## src/rtl/cdc_event_arbiter.sv

```systemverilog
// Round-robin scheduler that feeds one shared 4-phase pulse-synchronizer channel from NUM_REQ event sources.
// Define CDC_ARB_TIMEOUT_EN to abort a REQ phase after ACK_TIMEOUT cycles without ack.
module cdc_event_arbiter #(
  parameter int NUM_REQ     = 4,
  parameter int ID_W        = 2,
  parameter int ACK_TIMEOUT = 64
) (
  input  logic               clk,
  input  logic               rst_n,
  input  logic [NUM_REQ-1:0] evt_i,
  input  logic               xfer_ack_i,
  output logic               xfer_req_o,
  output logic [ID_W-1:0]    xfer_id_o,
  output logic [NUM_REQ-1:0] pend_o,
  output logic [NUM_REQ-1:0] drop_o,
  output logic               busy_o,
  output logic               timeout_o
);

  if (NUM_REQ < 2 || NUM_REQ > 16 || ID_W != $clog2(NUM_REQ) || ACK_TIMEOUT < 1) begin : g_cfg_err
    $error("cdc_event_arbiter: illegal parameter combination");
  end

  typedef enum logic [1:0] {
    ST_IDLE   = 2'd0,
    ST_REQ    = 2'd1,
    ST_ACK_LO = 2'd2
  } state_t;

  state_t             state_r;
  state_t             state_next_s;
  logic [NUM_REQ-1:0] pend_r;
  logic [NUM_REQ-1:0] drop_r;
  logic [NUM_REQ-1:0] clr_s;
  logic [ID_W-1:0]    rr_r;
  logic [ID_W-1:0]    rr_next_s;
  logic [ID_W-1:0]    id_r;
  logic [ID_W-1:0]    id_next_s;
  logic [ID_W-1:0]    win_s;
  logic               found_s;
  logic               req_r;
  logic               req_next_s;
  logic               busy_r;
  logic               to_r;
  logic               to_pulse_s;
  logic               to_hit_s;
  int                 idx_s;

  // Round-robin winner: first pending bit at or after rr+1, wrapping.
  always_comb begin
    win_s   = '0;
    found_s = 1'b0;
    idx_s   = 0;
    for (int k = 1; k <= NUM_REQ; k++) begin
      idx_s = (int'(rr_r) + k) % NUM_REQ;
      if (!found_s && pend_r[ID_W'(idx_s)]) begin
        found_s = 1'b1;
        win_s   = ID_W'(idx_s);
      end else begin
        found_s = found_s;
      end
    end
  end

  // Handshake FSM next-state and next-output logic.
  always_comb begin
    state_next_s = state_r;
    req_next_s   = req_r;
    id_next_s    = id_r;
    rr_next_s    = rr_r;
    clr_s        = '0;
    to_pulse_s   = 1'b0;
    case (state_r)
      ST_IDLE: begin
        // A stale high ack blocks grants, which also covers resuming after a mid-handshake reset.
        if (found_s && !xfer_ack_i) begin
          clr_s[win_s] = 1'b1;
          id_next_s    = win_s;
          rr_next_s    = win_s;
          req_next_s   = 1'b1;
          state_next_s = ST_REQ;
        end else begin
          req_next_s   = 1'b0;
        end
      end
      ST_REQ: begin
        if (xfer_ack_i) begin
          req_next_s   = 1'b0;
          state_next_s = ST_ACK_LO;
        end else if (to_hit_s) begin
          req_next_s   = 1'b0;
          to_pulse_s   = 1'b1;
          state_next_s = ST_ACK_LO;
        end else begin
          req_next_s   = 1'b1;
        end
      end
      ST_ACK_LO: begin
        req_next_s = 1'b0;
        if (!xfer_ack_i) begin
          state_next_s = ST_IDLE;
        end else begin
          state_next_s = ST_ACK_LO;
        end
      end
      default: begin
        req_next_s   = 1'b0;
        state_next_s = ST_IDLE;
      end
    endcase
  end

  // State, pending flags and registered outputs.
  always_ff @(posedge clk or negedge rst_n) begin
    if (!rst_n) begin
      state_r <= ST_IDLE;
      pend_r  <= '0;
      drop_r  <= '0;
      rr_r    <= ID_W'(NUM_REQ - 1);
      id_r    <= '0;
      req_r   <= 1'b0;
      busy_r  <= 1'b0;
      to_r    <= 1'b0;
    end else begin
      state_r <= state_next_s;
      pend_r  <= (pend_r & ~clr_s) | evt_i;
      drop_r  <= evt_i & pend_r & ~clr_s;
      rr_r    <= rr_next_s;
      id_r    <= id_next_s;
      req_r   <= req_next_s;
      busy_r  <= (state_next_s != ST_IDLE);
      to_r    <= to_pulse_s;
    end
  end

`ifdef CDC_ARB_TIMEOUT_EN
  localparam int CNT_W = $clog2(ACK_TIMEOUT + 1);

  logic [CNT_W-1:0] cnt_r;

  assign to_hit_s = (cnt_r == CNT_W'(ACK_TIMEOUT - 1));

  // Cycles spent in REQ; held at zero elsewhere so every REQ entry starts from 0.
  always_ff @(posedge clk or negedge rst_n) begin
    if (!rst_n) begin
      cnt_r <= '0;
    end else if (state_r == ST_REQ) begin
      cnt_r <= cnt_r + CNT_W'(1);
    end else begin
      cnt_r <= '0;
    end
  end
`else
  assign to_hit_s = 1'b0;
`endif

  assign xfer_req_o = req_r;
  assign xfer_id_o  = id_r;
  assign pend_o     = pend_r;
  assign drop_o     = drop_r;
  assign busy_o     = busy_r;
  assign timeout_o  = to_r;

endmodule
```

## config.mk

```make
export PLATFORM = sky130hd
export DESIGN_NAME = cdc_event_arbiter
export DESIGN_NICKNAME = d
export VERILOG_FILES = /design/src/rtl/cdc_event_arbiter.sv
export SDC_FILE = /design/constraint.sdc
export NUM_CORES = 1
export LEC_CHECK = 0
export BUFFER_PORTS_ARGS = -buffer_cell sky130_fd_sc_hd__buf_2
export CORE_ASPECT_RATIO = 0.8
export CORE_UTILIZATION = 30
export DETAILED_ROUTE_END_ITERATION = 16
export HOLD_SLACK_MARGIN = 0.08
export PLACE_DENSITY = 0.6
export SLEW_MARGIN = 20
export SYNTH_ARGS = -nofsm -noshare
export SYNTH_HDL_FRONTEND = slang
export SYNTH_SLANG_ARGS = --single-unit
export TNS_END_PERCENT = 10
```

## constraint.sdc

```tcl
create_clock -name clk -period 1.5 [get_ports clk]
set_input_delay 0.075 -clock clk [delete_from_list [all_inputs] [get_ports clk]]
set_output_delay 0.075 -clock clk [all_outputs]
set_load 0.1 [all_outputs]
```

==> flow_summary_export.csv <==
group,metric,value,unit
hold_path,hold_start,"xfer_ack_i",
sta,finalHoldViolCount,0,
worst_setup_path,start_kind,"register",
drt,wl_per_cell,11.8,um
outcome,failed_checks,"design-rule violations",
sta,final-setup-viol-count,0,
yosys,synth-main-ff-cell,"dfrtp_1",
drt,dr.pass1.iters,10,
grt,antenna_found_initial,0,
worst_setup_path,critPathMaxFanout,10,
clock_network,cts_buffers,3,
yosys,yosys_warnings,0,
grt,grtUsageMet3,6.25,%
sta,rsz0062_at_grt,"yes",
clock_network,clockRootBuffer,"clkbuf_4",
outcome,status,"complete, but fails checks",
drt,vias_per_cell,4.84,
finish,utilization,46.9,%
drt,num_vias,634,
die,die_width,57.0,um
hold_path,min_path_type,"in -> reg",
sta,fmax,676,MHz
sta,slew_viol_final,0,
yosys,synth_cell_types,28,
yosys,ys_seq_area_share,55.4,%
grt,grt_use_met1,19.8,%
die,floorplan.core_area,0.00221,mm2
sta,tns,0,ps
pwr,pwr_density_cell,2340,mW/mm2
drt,ant_nets,0,
clock_network,h-tree-depth,1,
grt,met2_usage,20.0,%
drt,drt_iter0_markers,8,
yosys,syn_avg_cell_area,10.5,um2
sta,fin_worst_skew,1.18,ps
pwr,power.leakage,0.000494,uW
yosys,synthArstFlopShare,100,%
grt,grt_pass1_wl,2660,um
clock_network,clk_pin_slew,100,ps
die,io_pins,20,
die,std_cell_rows,15,
worst_setup_path,crit_path_end_kind,"register",
die,dieArea,0.00263,mm2
yosys,netlist_instances,69,
finish,drive_above_1_share,43.4,%
clock_network,clk_latency,300,ps
worst_setup_path,crit_arrival,1670,ps
finish,final_common_cell,"buf_2",
worst_setup_path,critPathRequiredTime,1690,ps
finish,nFillCells,223,
worst_setup_path,criticalPathCategory,"reg -> reg",
grt,track_usage,14.3,%
placed_design,place.gp.congestion,0.831,
finish,antennaDiodeCount,0,
clock_network,cts_buffer_depth,2,
finish,final_nets,114,
finish,synthToLayoutAreaGrowth,42.9,%
pwr,irDropWorstVdd,0.00125,V
grt,grt_overflow,0,
yosys,synth_area,727,um2
yosys,synth_edf_count,0,
drt,drc,2,
sta,post-route-period-util,98.6,%
drt,finalWirelength,1550,um
grt,grt_max_degree,17,
clock_network,cts_sinks,16,
clock_network,cts_tree,"done",
die,die_h,46.0,um
sta,min_period,1480,ps
yosys,ys_ff_latch,16,
finish,layout_common_cells,"18 x buf_2, 11 x buf_4, 10 x dfrtp_1",
worst_setup_path,rr_startpoint,"pend_o[2]",
run,maxCapViolations,0,
grt,grt_busiest_layer,"met2",
placed_design,port_buffers,18,
worst_setup_path,startpoint,"pend_o[2]",
die,initial_core_util,32.8,%
yosys,syn_nets,76,
grt,grt_pass1_vias,585,
per-stage QoR:
step	hold WS (ps)	cells	instance area [um2]	setup slack, ps	total power [uW]
final	94.4	131	1040	21.6	2430
after global routing	140	131	1040	-30.4	2560
after CTS	89.7	131	1040	6.61	2440
after detailed placement	8.21	121	936	0.175	2100
after global placement	1.89	121	936	16.6	2090
after floorplan	-221	69	751	-199	1710
per-layer routing:
layer / wire length [um] / vias to the layer above
met2: 626 / 16
met4: 19 / 0
li1: - / 315
met3: 93 / 5
met5: 0 / -
met1: 812 / 298
worst max-delay path: stages (launching register included):
cell,delay (ps)
dfrtp_4,470
nor4_4,60
or4_4,510
mux2_4,330
power by group:
group | switching, uW | internal [uW]
clock network | 149 | 148
registers | 99.1 | 590
logic | 1010 | 430
area by class of cell:
type	count	area [um2]	area share, %
clock buffers	4	36.3	3.49
well taps	25	31.3	3.01
multi-input cells	50	317	30.5
flip-flops and latches	16	418	40.2
inverters	1	3.75	0.361
repair buffers	35	233	22.4
registers in the layout, summed over array words and instances (netlist names):
name and cells:
state_r 2, xfer_id_o 2, rr_r 2, drop_o 4, busy_o 1, pend_o 4, xfer_req_o 1
synthesized netlist by cell type (all sizes together) (2+ instances only):
| master | number | area [um2] |
|---|---|---|
| dfrtp | 14 | 350 |
| nor2 | 10 | 40.0 |
| a21oi | 6 | 30.0 |
| nand2 | 5 | 18.8 |
| a21o | 3 | 22.5 |
| o21ai | 3 | 15.0 |
| a211oi | 2 | 15.0 |
| a31oi | 2 | 12.5 |
| buf | 2 | 18.8 |
| dfstp | 2 | 52.6 |
| mux2 | 2 | 30.0 |
| nand3 | 2 | 10.0 |
| nor2b | 2 | 12.5 |
| nor3 | 2 | 10.0 |
path summary, 6_finish.rpt:
check                          endpoint  slack [ps]  cells past startpoint
setup / recovery           xfer_id_o[0]          20                      3
hold / removal                   busy_o          90                      4
setup reg to reg           xfer_id_o[0]          20                      3
hold reg to reg            xfer_id_o[1]         490                      1
max in group asynchronous       rr_r[0]         980                      2
min in group asynchronous        busy_o         210                      2
timing repair:
item	4_1_cts	5_1_grt
gates cloned	0	0
endpoints found under the hold margin	28	0
hold buffers	6	0
endpoints found under the setup margin	3	11
resized for setup	1	2
buffers inserted	0	0
pin swaps	1	1
kinds of logic (layout without fill, tap and decap cells):
family / after synthesis / after routing / synth area share (%)
mux: 2 / 2 / 4.13
compound gates: 17 / 17 / 14.3
buf+inv: 3 / 40 / 3.10
other cells: 1 / 1 / 0.516
xor+xnor: 1 / 1 / 1.21
flops: 16 / 16 / 55.4
simple gates: 29 / 29 / 21.3
(Power assumes the default switching activity.)
